File: src/rtl/mips_pipe_pkg.sv
// Shared definitions for the MIPS pipeline hazard controller: FSM state
// encoding, opcode constants and the "instruction reads rt" decode.
package mips_pipe_pkg;

  typedef enum logic [1:0] {
    ST_RUN       = 2'd0,
    ST_DMEM_WAIT = 2'd1,
    ST_IMEM_WAIT = 2'd2
  } state_e;

  localparam logic [5:0] OP_RTYPE = 6'b000000;
  localparam logic [5:0] OP_LW    = 6'b100011;
  localparam logic [5:0] OP_SW    = 6'b101011;
  localparam logic [5:0] OP_BEQ   = 6'b000100;
  localparam logic [5:0] OP_BNE   = 6'b000101;

  // True when the ID instruction reads its rt field as a source operand.
  function automatic logic uses_rt(input logic [5:0] op);
    return (op == OP_RTYPE) || (op == OP_SW) || (op == OP_BEQ) || (op == OP_BNE);
  endfunction

endpackage

File: src/rtl/pipeline_hazard_ctrl_if.sv
// Bundle between the pipeline datapath (master) and the hazard
// controller (slave): hazard inputs in, stage enables/flushes out.
interface pipeline_hazard_ctrl_if;
  logic [5:0]  opcode_ID;
  logic [4:0]  ID_RS;
  logic [4:0]  ID_RT;
  logic [4:0]  EX_RT;
  logic        EX_MemRead;
  logic        EX_BrTaken;
  logic        MEM_Access;
  logic        dmem_ready;
  logic        imem_ready;
  logic        PC_write;
  logic        IF_ID_write;
  logic        ID_EX_write;
  logic        EX_MEM_write;
  logic        MEM_WB_write;
  logic        IF_ID_flush;
  logic        ID_EX_flush;
  logic        dmem_req;
  logic [1:0]  state_o;
  logic [15:0] stall_cnt;

  modport master (
    output opcode_ID, ID_RS, ID_RT, EX_RT, EX_MemRead, EX_BrTaken,
           MEM_Access, dmem_ready, imem_ready,
    input  PC_write, IF_ID_write, ID_EX_write, EX_MEM_write, MEM_WB_write,
           IF_ID_flush, ID_EX_flush, dmem_req, state_o, stall_cnt
  );

  modport slave (
    input  opcode_ID, ID_RS, ID_RT, EX_RT, EX_MemRead, EX_BrTaken,
           MEM_Access, dmem_ready, imem_ready,
    output PC_write, IF_ID_write, ID_EX_write, EX_MEM_write, MEM_WB_write,
           IF_ID_flush, ID_EX_flush, dmem_req, state_o, stall_cnt
  );
endinterface

File: src/rtl/load_use_detect.sv
// Load-use comparator: the load in EX writes a register the ID
// instruction reads. Register 0 never creates a dependency.
module load_use_detect
  import mips_pipe_pkg::*;
(
  input  logic       i_ex_mem_read,
  input  logic [4:0] i_ex_rt,
  input  logic [4:0] i_id_rs,
  input  logic [4:0] i_id_rt,
  input  logic [5:0] i_opcode_id,
  output logic       o_lu
);

  assign o_lu = i_ex_mem_read && (i_ex_rt != 5'd0) &&
                ((i_ex_rt == i_id_rs) ||
                 ((i_ex_rt == i_id_rt) && uses_rt(i_opcode_id)));

endmodule

File: src/rtl/pipeline_hazard_ctrl.sv
// Pipeline hazard controller: freezes the whole pipe on a data-memory
// miss, flushes on taken branches, bubbles fetch misses and load-use
// hazards. Only the FSM state and the stall counter are registered.
module pipeline_hazard_ctrl
  import mips_pipe_pkg::*;
(
  input  logic                  clk,
  input  logic                  rst,
  pipeline_hazard_ctrl_if.slave hz
);

  state_e      r_state;
  logic [15:0] r_stall_cnt;

  logic w_lu;
  logic w_in_run;
  logic w_in_dwait;
  logic w_in_iwait;
  logic w_freeze;
  logic w_imem_stall;
  logic w_pc_write;
  logic w_if_id_write;
  logic w_id_ex_write;
  logic w_ex_mem_write;
  logic w_mem_wb_write;
  logic w_if_id_flush;
  logic w_id_ex_flush;
  logic w_dmem_req;

  load_use_detect u_load_use_detect (
    .i_ex_mem_read (hz.EX_MemRead),
    .i_ex_rt       (hz.EX_RT),
    .i_id_rs       (hz.ID_RS),
    .i_id_rt       (hz.ID_RT),
    .i_opcode_id   (hz.opcode_ID),
    .o_lu          (w_lu)
  );

  assign w_in_run   = (r_state == ST_RUN);
  assign w_in_dwait = (r_state == ST_DMEM_WAIT);
  assign w_in_iwait = (r_state == ST_IMEM_WAIT);

  // The MEM stage cannot complete, so nothing anywhere may move.
  assign w_freeze = (w_in_dwait && !hz.dmem_ready) ||
                    (w_in_run && hz.MEM_Access && !hz.dmem_ready);

  // A fetch stall is only judged in RUN/IMEM_WAIT; the cycle leaving
  // DMEM_WAIT advances normally and fetch is re-evaluated afterwards.
  assign w_imem_stall = (w_in_run || w_in_iwait) && !hz.imem_ready;

  // Stage enables and flushes, resolved by priority freeze > branch > fetch > load-use.
  always_comb begin
    // NOTE: every output gets a default first so no path leaves one unassigned (no latch).
    w_pc_write     = 1'b1;
    w_if_id_write  = 1'b1;
    w_id_ex_write  = 1'b1;
    w_ex_mem_write = 1'b1;
    w_mem_wb_write = 1'b1;
    w_if_id_flush  = 1'b0;
    w_id_ex_flush  = 1'b0;
    w_dmem_req     = (w_in_run && hz.MEM_Access) || w_in_dwait;

    if (rst) begin
      w_pc_write     = 1'b0;
      w_if_id_write  = 1'b0;
      w_id_ex_write  = 1'b0;
      w_ex_mem_write = 1'b0;
      w_mem_wb_write = 1'b0;
      w_if_id_flush  = 1'b1;
      w_id_ex_flush  = 1'b1;
      w_dmem_req     = 1'b0;
    end else if (w_freeze) begin
      // EX is held, so a coincident branch is simply seen again later.
      w_pc_write     = 1'b0;
      w_if_id_write  = 1'b0;
      w_id_ex_write  = 1'b0;
      w_ex_mem_write = 1'b0;
      w_mem_wb_write = 1'b0;
    end else if (hz.EX_BrTaken) begin
      w_if_id_flush = 1'b1;
      w_id_ex_flush = 1'b1;
      // With the fetch still outstanding, the PC must not move yet.
      if (w_in_iwait && !hz.imem_ready) w_pc_write = 1'b0;
    end else if (w_imem_stall) begin
      w_pc_write    = 1'b0;
      w_if_id_flush = 1'b1;
    end else if (w_lu) begin
      w_pc_write    = 1'b0;
      w_if_id_write = 1'b0;
      w_id_ex_flush = 1'b1;
    end
  end

  // FSM and stall counter; reset abandons any pending wait at once.
  always_ff @(posedge clk or posedge rst) begin
    if (rst) begin
      r_state     <= ST_RUN;
      r_stall_cnt <= '0;
    end else begin
      // NOTE: non-blocking assignments so every register samples pre-edge values.
      case (r_state)
        ST_RUN: begin
          if (hz.MEM_Access && !hz.dmem_ready) r_state <= ST_DMEM_WAIT;
          else if (!hz.imem_ready)             r_state <= ST_IMEM_WAIT;
          else                                 r_state <= ST_RUN;
        end
        ST_DMEM_WAIT: begin
          r_state <= hz.dmem_ready ? ST_RUN : ST_DMEM_WAIT;
        end
        ST_IMEM_WAIT: begin
          if (hz.MEM_Access && !hz.dmem_ready) r_state <= ST_DMEM_WAIT;
          else if (hz.imem_ready)              r_state <= ST_RUN;
          else                                 r_state <= ST_IMEM_WAIT;
        end
        default: r_state <= ST_RUN;
      endcase
      if (!w_pc_write) r_stall_cnt <= r_stall_cnt + 16'd1;
    end
  end

  assign hz.PC_write     = w_pc_write;
  assign hz.IF_ID_write  = w_if_id_write;
  assign hz.ID_EX_write  = w_id_ex_write;
  assign hz.EX_MEM_write = w_ex_mem_write;
  assign hz.MEM_WB_write = w_mem_wb_write;
  assign hz.IF_ID_flush  = w_if_id_flush;
  assign hz.ID_EX_flush  = w_id_ex_flush;
  assign hz.dmem_req     = w_dmem_req;
  assign hz.state_o      = r_state;
  assign hz.stall_cnt    = r_stall_cnt;

endmodule

File: src/flat_wrapper.sv
// flat-port wrapper written by rule: the top's interface ports become plain ports
module pipeline_hazard_ctrl_flat import mips_pipe_pkg::*;
  (clk, rst, hz_opcode_ID, hz_ID_RS, hz_ID_RT, hz_EX_RT, hz_EX_MemRead, hz_EX_BrTaken, hz_MEM_Access, hz_dmem_ready, hz_imem_ready, hz_PC_write, hz_IF_ID_write, hz_ID_EX_write, hz_EX_MEM_write, hz_MEM_WB_write, hz_IF_ID_flush, hz_ID_EX_flush, hz_dmem_req, hz_state_o, hz_stall_cnt);
  pipeline_hazard_ctrl_if hz_i ();
  input  logic clk;
  input  logic rst;
  input wire logic [$bits(hz_i.opcode_ID)-1:0] hz_opcode_ID;
  input wire logic [$bits(hz_i.ID_RS)-1:0] hz_ID_RS;
  input wire logic [$bits(hz_i.ID_RT)-1:0] hz_ID_RT;
  input wire logic [$bits(hz_i.EX_RT)-1:0] hz_EX_RT;
  input wire logic [$bits(hz_i.EX_MemRead)-1:0] hz_EX_MemRead;
  input wire logic [$bits(hz_i.EX_BrTaken)-1:0] hz_EX_BrTaken;
  input wire logic [$bits(hz_i.MEM_Access)-1:0] hz_MEM_Access;
  input wire logic [$bits(hz_i.dmem_ready)-1:0] hz_dmem_ready;
  input wire logic [$bits(hz_i.imem_ready)-1:0] hz_imem_ready;
  output wire logic [$bits(hz_i.PC_write)-1:0] hz_PC_write;
  output wire logic [$bits(hz_i.IF_ID_write)-1:0] hz_IF_ID_write;
  output wire logic [$bits(hz_i.ID_EX_write)-1:0] hz_ID_EX_write;
  output wire logic [$bits(hz_i.EX_MEM_write)-1:0] hz_EX_MEM_write;
  output wire logic [$bits(hz_i.MEM_WB_write)-1:0] hz_MEM_WB_write;
  output wire logic [$bits(hz_i.IF_ID_flush)-1:0] hz_IF_ID_flush;
  output wire logic [$bits(hz_i.ID_EX_flush)-1:0] hz_ID_EX_flush;
  output wire logic [$bits(hz_i.dmem_req)-1:0] hz_dmem_req;
  output wire logic [$bits(hz_i.state_o)-1:0] hz_state_o;
  output wire logic [$bits(hz_i.stall_cnt)-1:0] hz_stall_cnt;
  assign hz_i.opcode_ID = hz_opcode_ID;
  assign hz_i.ID_RS = hz_ID_RS;
  assign hz_i.ID_RT = hz_ID_RT;
  assign hz_i.EX_RT = hz_EX_RT;
  assign hz_i.EX_MemRead = hz_EX_MemRead;
  assign hz_i.EX_BrTaken = hz_EX_BrTaken;
  assign hz_i.MEM_Access = hz_MEM_Access;
  assign hz_i.dmem_ready = hz_dmem_ready;
  assign hz_i.imem_ready = hz_imem_ready;
  assign hz_PC_write = hz_i.PC_write;
  assign hz_IF_ID_write = hz_i.IF_ID_write;
  assign hz_ID_EX_write = hz_i.ID_EX_write;
  assign hz_EX_MEM_write = hz_i.EX_MEM_write;
  assign hz_MEM_WB_write = hz_i.MEM_WB_write;
  assign hz_IF_ID_flush = hz_i.IF_ID_flush;
  assign hz_ID_EX_flush = hz_i.ID_EX_flush;
  assign hz_dmem_req = hz_i.dmem_req;
  assign hz_state_o = hz_i.state_o;
  assign hz_stall_cnt = hz_i.stall_cnt;
  pipeline_hazard_ctrl u_core (.clk(clk), .rst(rst), .hz(hz_i));
endmodule
File: config.mk
export PLATFORM = sky130hd
export DESIGN_NAME = pipeline_hazard_ctrl_flat
export DESIGN_NICKNAME = d
export VERILOG_FILES = /design/src/rtl/mips_pipe_pkg.sv /design/src/rtl/pipeline_hazard_ctrl_if.sv /design/src/rtl/load_use_detect.sv /design/src/rtl/pipeline_hazard_ctrl.sv /design/src/flat_wrapper.sv
export SDC_FILE = /design/constraint.sdc
export NUM_CORES = 1
export LEC_CHECK = 0
export BUFFER_PORTS_ARGS = -buffer_cell sky130_fd_sc_hd__buf_2
export CAP_MARGIN = 20
export CORE_ASPECT_RATIO = 1.25
export CORE_MARGIN = 2
export CORE_UTILIZATION = 44
export CTS_CLUSTER_DIAMETER = 40
export CTS_CLUSTER_SIZE = 12
export DETAILED_ROUTE_END_ITERATION = 8
export PLACE_DENSITY = 0.85
export SYNTH_ARGS = -nofsm -noshare
export SYNTH_HDL_FRONTEND = slang
export SYNTH_SLANG_ARGS = --single-unit
File: constraint.sdc
create_clock -name clk -period 5.9 [get_ports clk]
set_input_delay 0.295 -clock clk [delete_from_list [all_inputs] [get_ports clk]]
set_output_delay 0.295 -clock clk [all_outputs]
set_load 0.005 [all_outputs]
==> results of run 1 <==
## worst reg2reg max path, stage by stage, from the launching register on
cell and delay [ns]:
dfrtp_1 0.42, nor2_1 0.23, o31ai_1 0.19, o41ai_4 1.02, mux2_2 0.42
## cell type report
type,count,area (sq um)
Clock buffer,4,36.3
Fill cell,225,988
Inverter,10,37.5
Multi-Input combinational cell,80,608
Sequential cell,18,450
Tap cell,33,41.3
Timing Repair Buffer,53,265
## logic make-up after synthesis
| family | after synthesis | share of synthesized area |
|---|---|---|
| and+or+nand+nor | 42 | 0.227 |
| xor gates and xnor gates | 25 | 0.197 |
| DFF | 18 | 0.405 |
| buffers and inverters | 13 | 0.0574 |
| AOI/OAI and AO/OA | 11 | 0.0912 |
| muxes | 1 | 0.0101 |
| adders and majority gates | 1 | 0.0113 |
## cell usage after synthesis, types with 2 or more instances
library cell and count:
dfrtp_1 18, xnor2_1 13, xor2_1 12, inv_1 10, nor2_1 9, nor3_1 8, nand3_1 6, nand4_1 4
nor3_2 3, o21ai_0 3, buf_4 2, nand2_1 2, nor3b_1 2, nor4_2 2, o211ai_1 2, or4_1 2
## metal layers
layer	share of wire	routed length (microns)
met1	0.43	1030
met2	0.49	1190
met3	0.067	162
met4	0.010	25
met5	0	0
## path summary, 6_finish.rpt
path	to	start	depth (start not counted)	slack, ns
max reg2reg	u_core.hz.stall_cnt[1]	u_core.hz.state_o[0]	4	3.53
max in group asynchronous	u_core.hz.stall_cnt[4]	rst	2	5.29
min in group clk	u_core.hz.state_o[1]	hz_MEM_Access	2	0.19
min reg2reg	u_core.hz.stall_cnt[15]	u_core.hz.stall_cnt[15]	1	0.48
max	hz_PC_write	rst	5	3.05
min	u_core.hz.stall_cnt[11]	rst	2	0.14
## flip-flops by register name, indices dropped and copies added, names as in the netlist
register and cells:
u_core.hz.stall_cnt 16, u_core.hz.state_o 2
## cell usage in the layout (no fill, tap or decap), drive strengths merged, types with 4 or more instances in the layout
cell type	Yosys	layout
nor3	11	11
inv	10	10
buf	3	53
nor2	9	9
dfrtp	18	18
clkbuf	0	4
nand4	4	4
xor2	12	12
nand3	6	6
xnor2	13	13
## power breakdown
| group | switching, mW | leakage (nW) | total (mW) | internal, mW |
|---|---|---|---|---|
| combinational | 0.0838 | 0.430 | 0.166 | 0.0821 |
| clock | 0.0371 | 0.0210 | 0.0747 | 0.0376 |
| sequential | 0.0447 | 0.216 | 0.208 | 0.164 |
## through the flow
stage | cell area, sq um | util
global route | 1440 | 0.593
detailed placement | 1400 | 0.578
floorplan | 1110 | -
CTS | 1440 | 0.593
global placement | 1400 | 0.578
finish | 1440 | 0.593
==> results.ini, run 1 <==
[global_route]
track_usage = 0.177
antenna_found_initial = 0
use_met3 = 0.0200
grt_busiest_layer = met2
grt.met2_usage = 0.333
grt_max_degree = 22
grt_pass1_vias = 926
use_met1 = 0.211
grt_overflow = 0
grt_pass1_wl_mm = 4.02

[job]
cap_violations = 0

[sta]
slew_headroom = 0.319
finalWorstSetupSlack_ns = 3.05
drv_slew = 0
hold_ws_ns = 0.136
timing.fmax_mhz = 351
worstMarginPinSlew_ns = 1.02
skew_ns = 0.00327
finalCritPeriodShare = 0.483
setup_viol = 0
finalHoldViolations = 0
fin_crit_ns = 2.85
tns_ns = 0
rsz0062_at_grt = no

[cts]
cts_setup_buffers = 0
cts_sinks = 18
numCtsBuffers = 3
cts_root_buf = clkbuf_4
cts_hold_buf = 0
cts_max_path_buffers = 2
post_cts_resized = 0
clk_pin_slew_ns = 0.10
cts_tree = built
htreeDepth = 1
clock_latency_ns = 0.29

[pwr]
p_per_area_mw_per_mm2 = 312
finalPower_mw = 0.449
leakage_nw = 0.667
peakVddDrop_v = 0.000234

[die]
die_w_microns = 48.9
ios = 54
die_area_sq_mm = 0.00295
die_h_microns = 60.2
start_util = 0.458
row_count = 20
coreArea_sq_mm = 0.00243

[synth]
synth_cells = 111
syn_area_sq_mm = 0.00111
synth_ff_type = dfrtp_1
synth_enable_flop_cells = 0
synth_seq_cells = 18
synth_top_area_cell = dfrtp_1
postSynthAreaPerCell_sq_um = 10.0
synth.area.top_cells = dfrtp_1 41%, xnor2_1 10%, xor2_1 9.5%, nor3_1 3.6%, inv_1 3.4%
synth_nets = 140
ys_types = 29
async_flop_share = 1.00
netlist.area_leader.share = 0.405
synth_warnings = 0
ys_seq_area_frac = 0.405

[detailed_routing]
final_antenna_net_count = 0
drt-vias-per-instance = 5.03
drc = 0
vias = 996
dr.pass1.iters = 6
wl_mm = 2.42
drt_iter0_markers = 8
routedWlPerCell_microns = 12.2

[setup_path]
path_cells = buf_2, inv_1, o31ai_1, o41ai_4, buf_2
endpoint_kind = output pin
cpMaxStageDelayCell = o41ai_4
worstPathMaxFanout = 21
cp_num_buf_inv = 3
worstSetupPathType = in -> out
crit_path_max_incr_delay_ns = 1.02
start_kind = primary input
cpMostUsedCell = buf_2
arrival_ns = 2.55
crit_family = compound AO/OA/AOI/OAI gates
worstPathRequired_ns = 5.61

[hold_path]
hold_path.class = in -> async

[cells_and_area]
diodes = 0
finalNetCount = 195
area_delta_synth_final_pct = 29.5
drive_gt1_frac = 0.400
fin_cells = 198

[place]
place_congestion = 0.745
hpwl_mm = 1.93
dp_slack_ns = 3.02
port-buffer-count = 53
dp.cells = 194

[status]
status = finished, final reports clean

(Power assumes the default switching activity.)
==> run 2: changes to the inputs <==
--- a/config.mk
+++ b/config.mk
@@ -5,6 +5,7 @@
 export SDC_FILE = /design/constraint.sdc
 export NUM_CORES = 1
 export LEC_CHECK = 0
+export ABC_AREA = 1
 export BUFFER_PORTS_ARGS = -buffer_cell sky130_fd_sc_hd__buf_2
 export CAP_MARGIN = 20
 export CORE_ASPECT_RATIO = 1.25
@@ -13,7 +14,7 @@
 export CTS_CLUSTER_DIAMETER = 40
 export CTS_CLUSTER_SIZE = 12
 export DETAILED_ROUTE_END_ITERATION = 8
-export PLACE_DENSITY = 0.85
+export PLACE_DENSITY = 0.81
 export SYNTH_ARGS = -nofsm -noshare
 export SYNTH_HDL_FRONTEND = slang
 export SYNTH_SLANG_ARGS = --single-unit
==> constraint.sdc (replaced) <==
create_clock -name clk -period 2.9 [get_ports clk]
set_input_delay 0.145 -clock clk [delete_from_list [all_inputs] [get_ports clk]]
set_output_delay 0.145 -clock clk [all_outputs]
set_load 0.005 [all_outputs]
==> run 2 against run 1 <==
Worst hold slack got worse by 0.12 ns. Via count increased by 48%. Sequential power increased by 69%. Final cell count increased by 50%. Cell area increased by 19%. Critical path depth increased by 4. Routed wire length increased by 32%. Combinational power increased by 42%. Clock skew about the same. Clock power increased by 120%. Sequential share of layout area decreased by 5.0 points. Critical path type unchanged. Largest power group unchanged. Count of clock-buffer cells in the layout unchanged.
==> results.ini, run 2 <==
[die]
ios = 54  ; unchanged
die_h_microns = 66.8  ; was 60.2 microns
die_area_sq_mm = 0.00362  ; was 0.00295 sq mm
die_w_microns = 54.2  ; was 48.9 microns
start_util = 0.467  ; was 0.458
row_count = 22  ; was 20
coreArea_sq_mm = 0.00297  ; was 0.00243 sq mm

[sta]
worstMarginPinSlew_ns = 0.408  ; was 1.02 ns
slew_headroom = 0.727  ; was 0.319
fin_crit_ns = 2.18
tns_ns = 0  ; unchanged
finalWorstSetupSlack_ns = 0.718  ; was 3.05 ns
timing.fmax_mhz = 458
finalCritPeriodShare = 0.753
drv_slew = 0  ; unchanged
skew_ns = 0.00300  ; was 0.00327 ns
hold_ws_ns = 0.0133  ; was 0.136 ns
rsz0062_at_grt = no  ; unchanged
finalHoldViolations = 0  ; unchanged
setup_viol = 0  ; unchanged

[place]
place_congestion = 0.925  ; was 0.745
hpwl_mm = 2.52  ; was 1.93 mm
dp_slack_ns = 1.17  ; was 3.02 ns
port-buffer-count = 53  ; unchanged

[setup_path]
worstPathRequired_ns = 2.76  ; was 5.61 ns
path_cells = dlygate4sd3_1, buf_2, inv_1, buf_4, nand2_1, nor2_4, nand2_4, inv_1, buf_2  ; was buf_2, inv_1, o31ai_1, o41ai_4, buf_2
worstPathMaxFanout = 21  ; unchanged
cpMaxStageDelayCell = dlygate4sd3_1  ; was o41ai_4
arrival_ns = 2.04  ; was 2.55 ns
endpoint_kind = output pin  ; unchanged
cp_num_buf_inv = 6  ; was 3
crit_path_max_incr_delay_ns = 0.54  ; was 1.02 ns
start_kind = primary input  ; unchanged
worstSetupPathType = in -> out  ; unchanged
crit_family = buffers and inverters  ; was compound AO/OA/AOI/OAI gates

[pwr]
peakVddDrop_v = 0.000285  ; was 0.000234 V
p_per_area_mw_per_mm2 = 437  ; was 312 mW/mm^2
leakage_nw = 1.04  ; was 0.667 nW

[cts]
cts_max_path_buffers = 2  ; unchanged
clock_latency_ns = 0.30  ; was 0.29 ns
post_cts_resized = 0  ; unchanged
htreeDepth = 1  ; unchanged
clk_pin_slew_ns = 0.11  ; was 0.10 ns
cts_root_buf = clkbuf_4  ; unchanged
cts_sinks = 18  ; unchanged
cts_setup_buffers = 0  ; unchanged
cts_tree = built  ; unchanged
numCtsBuffers = 3  ; unchanged

[cells_and_area]
regArea_sq_um = 450  ; unchanged
diodes = 0  ; unchanged
area_delta_synth_final_pct = 23.3  ; was 29.5%
finalNetCount = 291  ; was 195
mostFrequentLayoutCell = nand2_1  ; was buf_2
mostFrequentLayoutCells = 71 x nand2_1, 53 x buf_2, 25 x inv_1, 25 x nand3_1, 18 x dfrtp_1  ; was 53 x buf_2, 18 x dfrtp_1, 13 x xnor2_1, 12 x xor2_1, 10 x inv_1
multi_input_area_sq_um = 787  ; was 608 sq um
drive_gt1_frac = 0.249  ; was 0.400
largest_register_ff_count = 16  ; unchanged
fill_cells = 315  ; was 225

[global_route]
grt_pass1_vias = 1363  ; was 926
track_usage = 0.199  ; was 0.177
use_met3 = 0.0359  ; was 0.0200
grt_pass1_wl_mm = 5.38  ; was 4.02 mm
grt_overflow = 0  ; unchanged
antenna_found_initial = 0  ; unchanged
grt_max_degree = 22  ; unchanged
grt.met2_usage = 0.370  ; was 0.333
grt_busiest_layer = met2  ; unchanged
use_met1 = 0.208  ; was 0.211

[detailed_routing]
vias = 1470  ; was 996
drt_iter0_markers = 49  ; was 8
wl_mm = 3.19  ; was 2.42 mm
drc = 0  ; unchanged
final_antenna_net_count = 0  ; unchanged
drt-vias-per-instance = 4.95  ; was 5.03
dr.pass1.iters = 4  ; was 6
routedWlPerCell_microns = 10.7  ; was 12.2 microns

[synth]
synth.area.top_cells = dfrtp_1 32%, nand2_1 19%, nand3_1 9.0%, xor2_1 8.8%, inv_1 6.8%  ; was dfrtp_1 41%, xnor2_1 10%, xor2_1 9.5%, nor3_1 3.6%, inv_1 3.4%
postSynthAreaPerCell_sq_um = 6.67  ; was 10.0 sq um
ys_seq_area_frac = 0.325  ; was 0.405
synth_enable_flop_cells = 0  ; unchanged
synthTopCellsByCount = 71 x nand2_1, 25 x inv_1, 25 x nand3_1  ; was 18 x dfrtp_1, 13 x xnor2_1, 12 x xor2_1
netlist.area_leader.share = 0.325  ; was 0.405
synth_cells = 208  ; was 111
yosysMostFrequentCell = nand2_1  ; was dfrtp_1
async_flop_share = 1.00  ; unchanged
synth_nets = 237  ; was 140
ys_types = 27  ; was 29
synth_seq_cells = 18  ; unchanged
synth_ff_type = dfrtp_1  ; unchanged
synth_warnings = 0  ; unchanged
synth_top_area_cell = dfrtp_1  ; unchanged
syn_area_sq_mm = 0.00139  ; was 0.00111 sq mm

[hold_path]
hold_path.class = in -> reg  ; was in -> async

[job]
cap_violations = 0  ; unchanged

[status]
status = finished, final reports clean  ; unchanged

[run 2: changes by cell type after synthesis, sizes merged, moves of 5 or more]
cell | previous run | this run
nand2 | 2 | 72
nor2 | 9 | 18
xnor2 | 13 | 4
inv | 10 | 28
nand3 | 6 | 26
nor3 | 11 | 6
[run 2: final timing paths]
path,to,from,cells after the start,slack (ns)
setup / recovery,hz_PC_write,rst,9,0.72
hold / removal,u_core.hz.state_o[1],hz_MEM_Access,2,0.01
setup reg to reg,u_core.hz.stall_cnt[6],u_core.hz.state_o[0],8,1.23
hold reg to reg,u_core.hz.state_o[0],u_core.hz.state_o[0],1,0.53
max in group asynchronous,u_core.hz.stall_cnt[5],rst,4,2.26
min in group asynchronous,u_core.hz.state_o[1],rst,4,0.43
[run 2: repair_timing]
action	4_1_cts	5_1_grt
endpoints found under the setup margin	0	0
hold endpoints to repair	18	0
hold buffers	1	0
[run 2: cell type report]
cell class	instances	area share
multi-input cells	155	0.460
well taps	36	0.0263
clock buffers	4	0.0212
flip-flops and latches	18	0.263
inverters	29	0.0636
repair buffers	55	0.165
[run 2: logic make-up (layout without fill, tap and decap cells)]
logic type,after synthesis,after routing,share of synthesized area
flip-flops,18,18,0.325
buffers and inverters,35,88,0.108
adder cells (fa/ha/maj),1,1,0.00902
AO/OA/AOI/OAI,7,7,0.0334
AND/OR/NAND/NOR,129,129,0.411
XOR/XNOR,18,18,0.114
[run 2: power breakdown]
part	leakage, nW	total, mW	internal [mW]	switching (mW)
registers	0.241	0.351	0.288	0.0626
logic	0.776	0.236	0.109	0.127
clock network	0.0210	0.161	0.0767	0.0841
total	1.04	0.747	0.474	0.273
[run 2: through the flow]
step | area, sq um | utilization | instances | power (mW)
6_report | 1710 | 0.575 | 297 | 0.747
5_1_grt | 1710 | 0.575 | 297 | 0.811
4_1_cts | 1710 | 0.575 | 297 | 0.749
3_5_place_dp | 1660 | 0.560 | 292 | 0.595
3_3_place_gp | 1660 | 0.560 | 292 | 0.588
2_1_floorplan | 1390 | - | 208 | 0.501
[run 2: worst register-to-register path, stage by stage, from the launching register on]
cell     delay, ns
dfrtp_1       0.43
nor2_1        0.18
nor2_1        0.06
nand2_1       0.09
nand2_1       0.11
nor2_4        0.36
nand2_4       0.21
nand2_1       0.10
nand2_1       0.05
[run 2: metal layers]
layer | vias up | part of all wire | wire (microns)
li1 | 761 | - | -
met1 | 652 | 0.39 | 1260
met2 | 48 | 0.52 | 1670
met3 | 9 | 0.059 | 188
met4 | 0 | 0.024 | 76
met5 | - | 0 | 0
==> run 3: changes to the inputs <==
--- a/config.mk
+++ b/config.mk
@@ -5,7 +5,7 @@
 export SDC_FILE = /design/constraint.sdc
 export NUM_CORES = 1
 export LEC_CHECK = 0
-export ABC_AREA = 1
+export ABC_AREA = 0
 export BUFFER_PORTS_ARGS = -buffer_cell sky130_fd_sc_hd__buf_2
 export CAP_MARGIN = 20
 export CORE_ASPECT_RATIO = 1.25
@@ -14,7 +14,7 @@
 export CTS_CLUSTER_DIAMETER = 40
 export CTS_CLUSTER_SIZE = 12
 export DETAILED_ROUTE_END_ITERATION = 8
-export PLACE_DENSITY = 0.81
+export PLACE_DENSITY = 0.85
 export SYNTH_ARGS = -nofsm -noshare
 export SYNTH_HDL_FRONTEND = slang
 export SYNTH_SLANG_ARGS = --single-unit
==> constraint.sdc (replaced) <==
create_clock -name clk -period 2.1 [get_ports clk]
set_input_delay 0.105 -clock clk [delete_from_list [all_inputs] [get_ports clk]]
set_output_delay 0.105 -clock clk [all_outputs]
set_load 0.005 [all_outputs]
==> run 3 against run 2 <==
Clock skew up 0.0036 ns. Worst hold slack better by 0.0067 ns. Sequential power increased by 67%. Critical path depth fell by 1. Worst setup slack got worse by 0.58 ns. Routed wire length shrank 13%. Sequential cell count stayed put. Largest cell class unchanged. Largest power group unchanged.
==> results.ini, run 3 (synthesis results as in run 1) <==
[status]
status = finished, final reports clean  ; unchanged

[cells_and_area]
area_delta_synth_final_pct = 41.6  ; was 23.3%
drive_gt1_frac = 0.464  ; was 0.249
fill_cells = 210  ; was 315
final_util = 0.648  ; was 0.575
diodes = 0  ; unchanged
largest_register_ff_count = 16  ; unchanged
fin_cells = 214  ; was 297
mostFrequentLayoutCell = buf_2  ; was nand2_1
finalNetCount = 212  ; was 291
mostFrequentLayoutCells = 53 x buf_2, 18 x dfrtp_1, 16 x buf_4, 13 x xnor2_1, 12 x xor2_1  ; was 71 x nand2_1, 53 x buf_2, 25 x inv_1, 25 x nand3_1, 18 x dfrtp_1

[cts]
cts_max_path_buffers = 2  ; unchanged
clk_pin_slew_ns = 0.09  ; was 0.11 ns
cts_sinks = 18  ; unchanged
cts_tree = built  ; unchanged
numCtsBuffers = 3  ; unchanged
clock_latency_ns = 0.29  ; was 0.30 ns
htreeDepth = 1  ; unchanged
cts_root_buf = clkbuf_4  ; unchanged

[pwr]
leakage_nw = 0.745  ; was 1.04 nW
peakVddDrop_v = 0.000540  ; was 0.000285 V
p_per_area_mw_per_mm2 = 816  ; was 437 mW/mm^2

[die]
start_util = 0.458  ; was 0.467
coreArea_sq_mm = 0.00243  ; was 0.00297 sq mm
row_count = 20  ; was 22
ios = 54  ; unchanged
die_w_microns = 48.9  ; was 54.2 microns
die_area_sq_mm = 0.00295  ; was 0.00362 sq mm
die_h_microns = 60.2  ; was 66.8 microns

[detailed_routing]
dr.pass1.iters = 4  ; unchanged
drc = 0  ; unchanged
drt_iter0_markers = 9  ; was 49
vias = 1070  ; was 1470
final_antenna_net_count = 0  ; unchanged
routedWlPerCell_microns = 13.0  ; was 10.7 microns
drt-vias-per-instance = 5.00  ; was 4.95
wl_mm = 2.78  ; was 3.19 mm

[sta]
fin_crit_ns = 1.96
skew_ns = 0.00656  ; was 0.00300 ns
finalCritPeriodShare = 0.933
slew_headroom = 0.685  ; was 0.727
timing.fmax_mhz = 510
tns_ns = 0  ; unchanged
finalHoldViolations = 0  ; unchanged
setup_viol = 0  ; unchanged
drv_slew = 0  ; unchanged
finalWorstSetupSlack_ns = 0.141  ; was 0.718 ns
worstMarginPinSlew_ns = 0.469  ; was 0.408 ns
hold_ws_ns = 0.0201  ; was 0.0133 ns

[setup_path]
worstRegToRegCells = 9  ; was 8
endpoint_kind = output pin  ; unchanged
ff2ff_setup_slack_ns = 0.15  ; was 1.23 ns
arrival_ns = 1.85  ; was 2.04 ns
worstPathRequired_ns = 2.00  ; was 2.76 ns
crit_end = hz_ID_EX_flush  ; was hz_PC_write
reg2reg_from = u_core.hz.state_o[0]  ; unchanged
worstPathMaxFanout = 2  ; was 21
start_kind = primary input  ; unchanged
worst_r2r_endpoint = u_core.hz.stall_cnt[14]  ; was u_core.hz.stall_cnt[6]
worstSetupPathType = in -> out  ; unchanged
startpoint = hz_opcode_ID[0]  ; was rst

[hold_path]
hold_path.class = in -> reg  ; unchanged
hold_depth = 2  ; unchanged

[place]
place_congestion = 0.704  ; was 0.925
dp_slack_ns = -0.0282  ; was 1.17 ns
dp.cells = 199  ; was 292
port-buffer-count = 53  ; unchanged
hpwl_mm = 2.11  ; was 2.52 mm

[global_route]
grt_max_degree = 21  ; was 22
grt_overflow = 0  ; unchanged
grt_pass1_wl_mm = 4.52  ; was 5.38 mm
antenna_found_initial = 0  ; unchanged
track_usage = 0.201  ; was 0.199
grt_pass1_vias = 1081  ; was 1363

[job]
cap_violations = 0  ; unchanged

-- run 3: cell types whose count changed in the layout (fill, tap and decap cells not counted), sizes merged, moves of 3 or more --
cell   change
buf       +15
inv       -18
nand2     -70
nand3     -20
nor2       -9
nor3       +5
or4        +3
xnor2      +9
-- run 3: worst min-delay path by stage --
stage | start | end | slack (ns)
CTS | hz_dmem_ready | u_core.hz.state_o[0] | 0.0002
finish | hz_MEM_Access | u_core.hz.state_o[1] | 0.02
global route | hz_dmem_ready | u_core.hz.state_o[0] | 0.02
detailed placement | rst | u_core.hz.stall_cnt[14] | 0.19
floorplan | rst | u_core.hz.stall_cnt[0] | 0.07
global placement | rst | u_core.hz.state_o[0] | 0.18
-- run 3: power by group --
group / total [mW] / switching [mW] / internal, mW / leakage (nW)
Sequential: 0.587 / 0.127 / 0.460 / 0.216
Combinational: 0.533 / 0.262 / 0.271 / 0.515
Clock: 0.164 / 0.0971 / 0.0667 / 0.0138
-- run 3: repair_timing --
action | CTS | global route
resized for setup | 0 | 4
setup buffers | 6 | 5
pin swaps | 1 | 3
endpoints found under the setup margin | 4 | 15
endpoints found under the hold margin | 18 | 0
hold buffers | 1 | 0
-- run 3: per-stage QoR --
stage               power [mW]  area (sq um)
global placement          1.04          1440
CTS                       1.27          1520
floorplan                0.853          1120
global route              1.38          1570
finish                    1.28          1570
detailed placement        1.08          1440
-- run 3: worst max-delay path: stages --
cell	delay (ns)
buf_2	0.09
nor2b_1	0.13
or4_4	0.44
a2111oi_4	0.36
nor2_1	0.10
or4_1	0.40
o211ai_1	0.09
buf_2	0.13
-- run 3: area by class of cell --
cell class | instances | area, sq um | share of cell area
multi-input combinational | 80 | 626 | 0.398
clock buffer | 3 | 22.5 | 0.0143
timing repair buffer | 70 | 395 | 0.251
tap | 33 | 41.3 | 0.0263
inverter | 10 | 37.5 | 0.0239
sequential | 18 | 450 | 0.286
-- run 3: per-layer routing --
layer / routed length (microns) / track usage / share of wire / vias to the layer above
met1: 1090 / 0.206 / 0.39 / 494
met5: 0 / 0 / 0 / -
li1: - / - / - / 523
met2: 1460 / 0.401 / 0.53 / 45
met3: 158 / 0.0300 / 0.057 / 8
met4: 67 / 0.0898 / 0.024 / 0
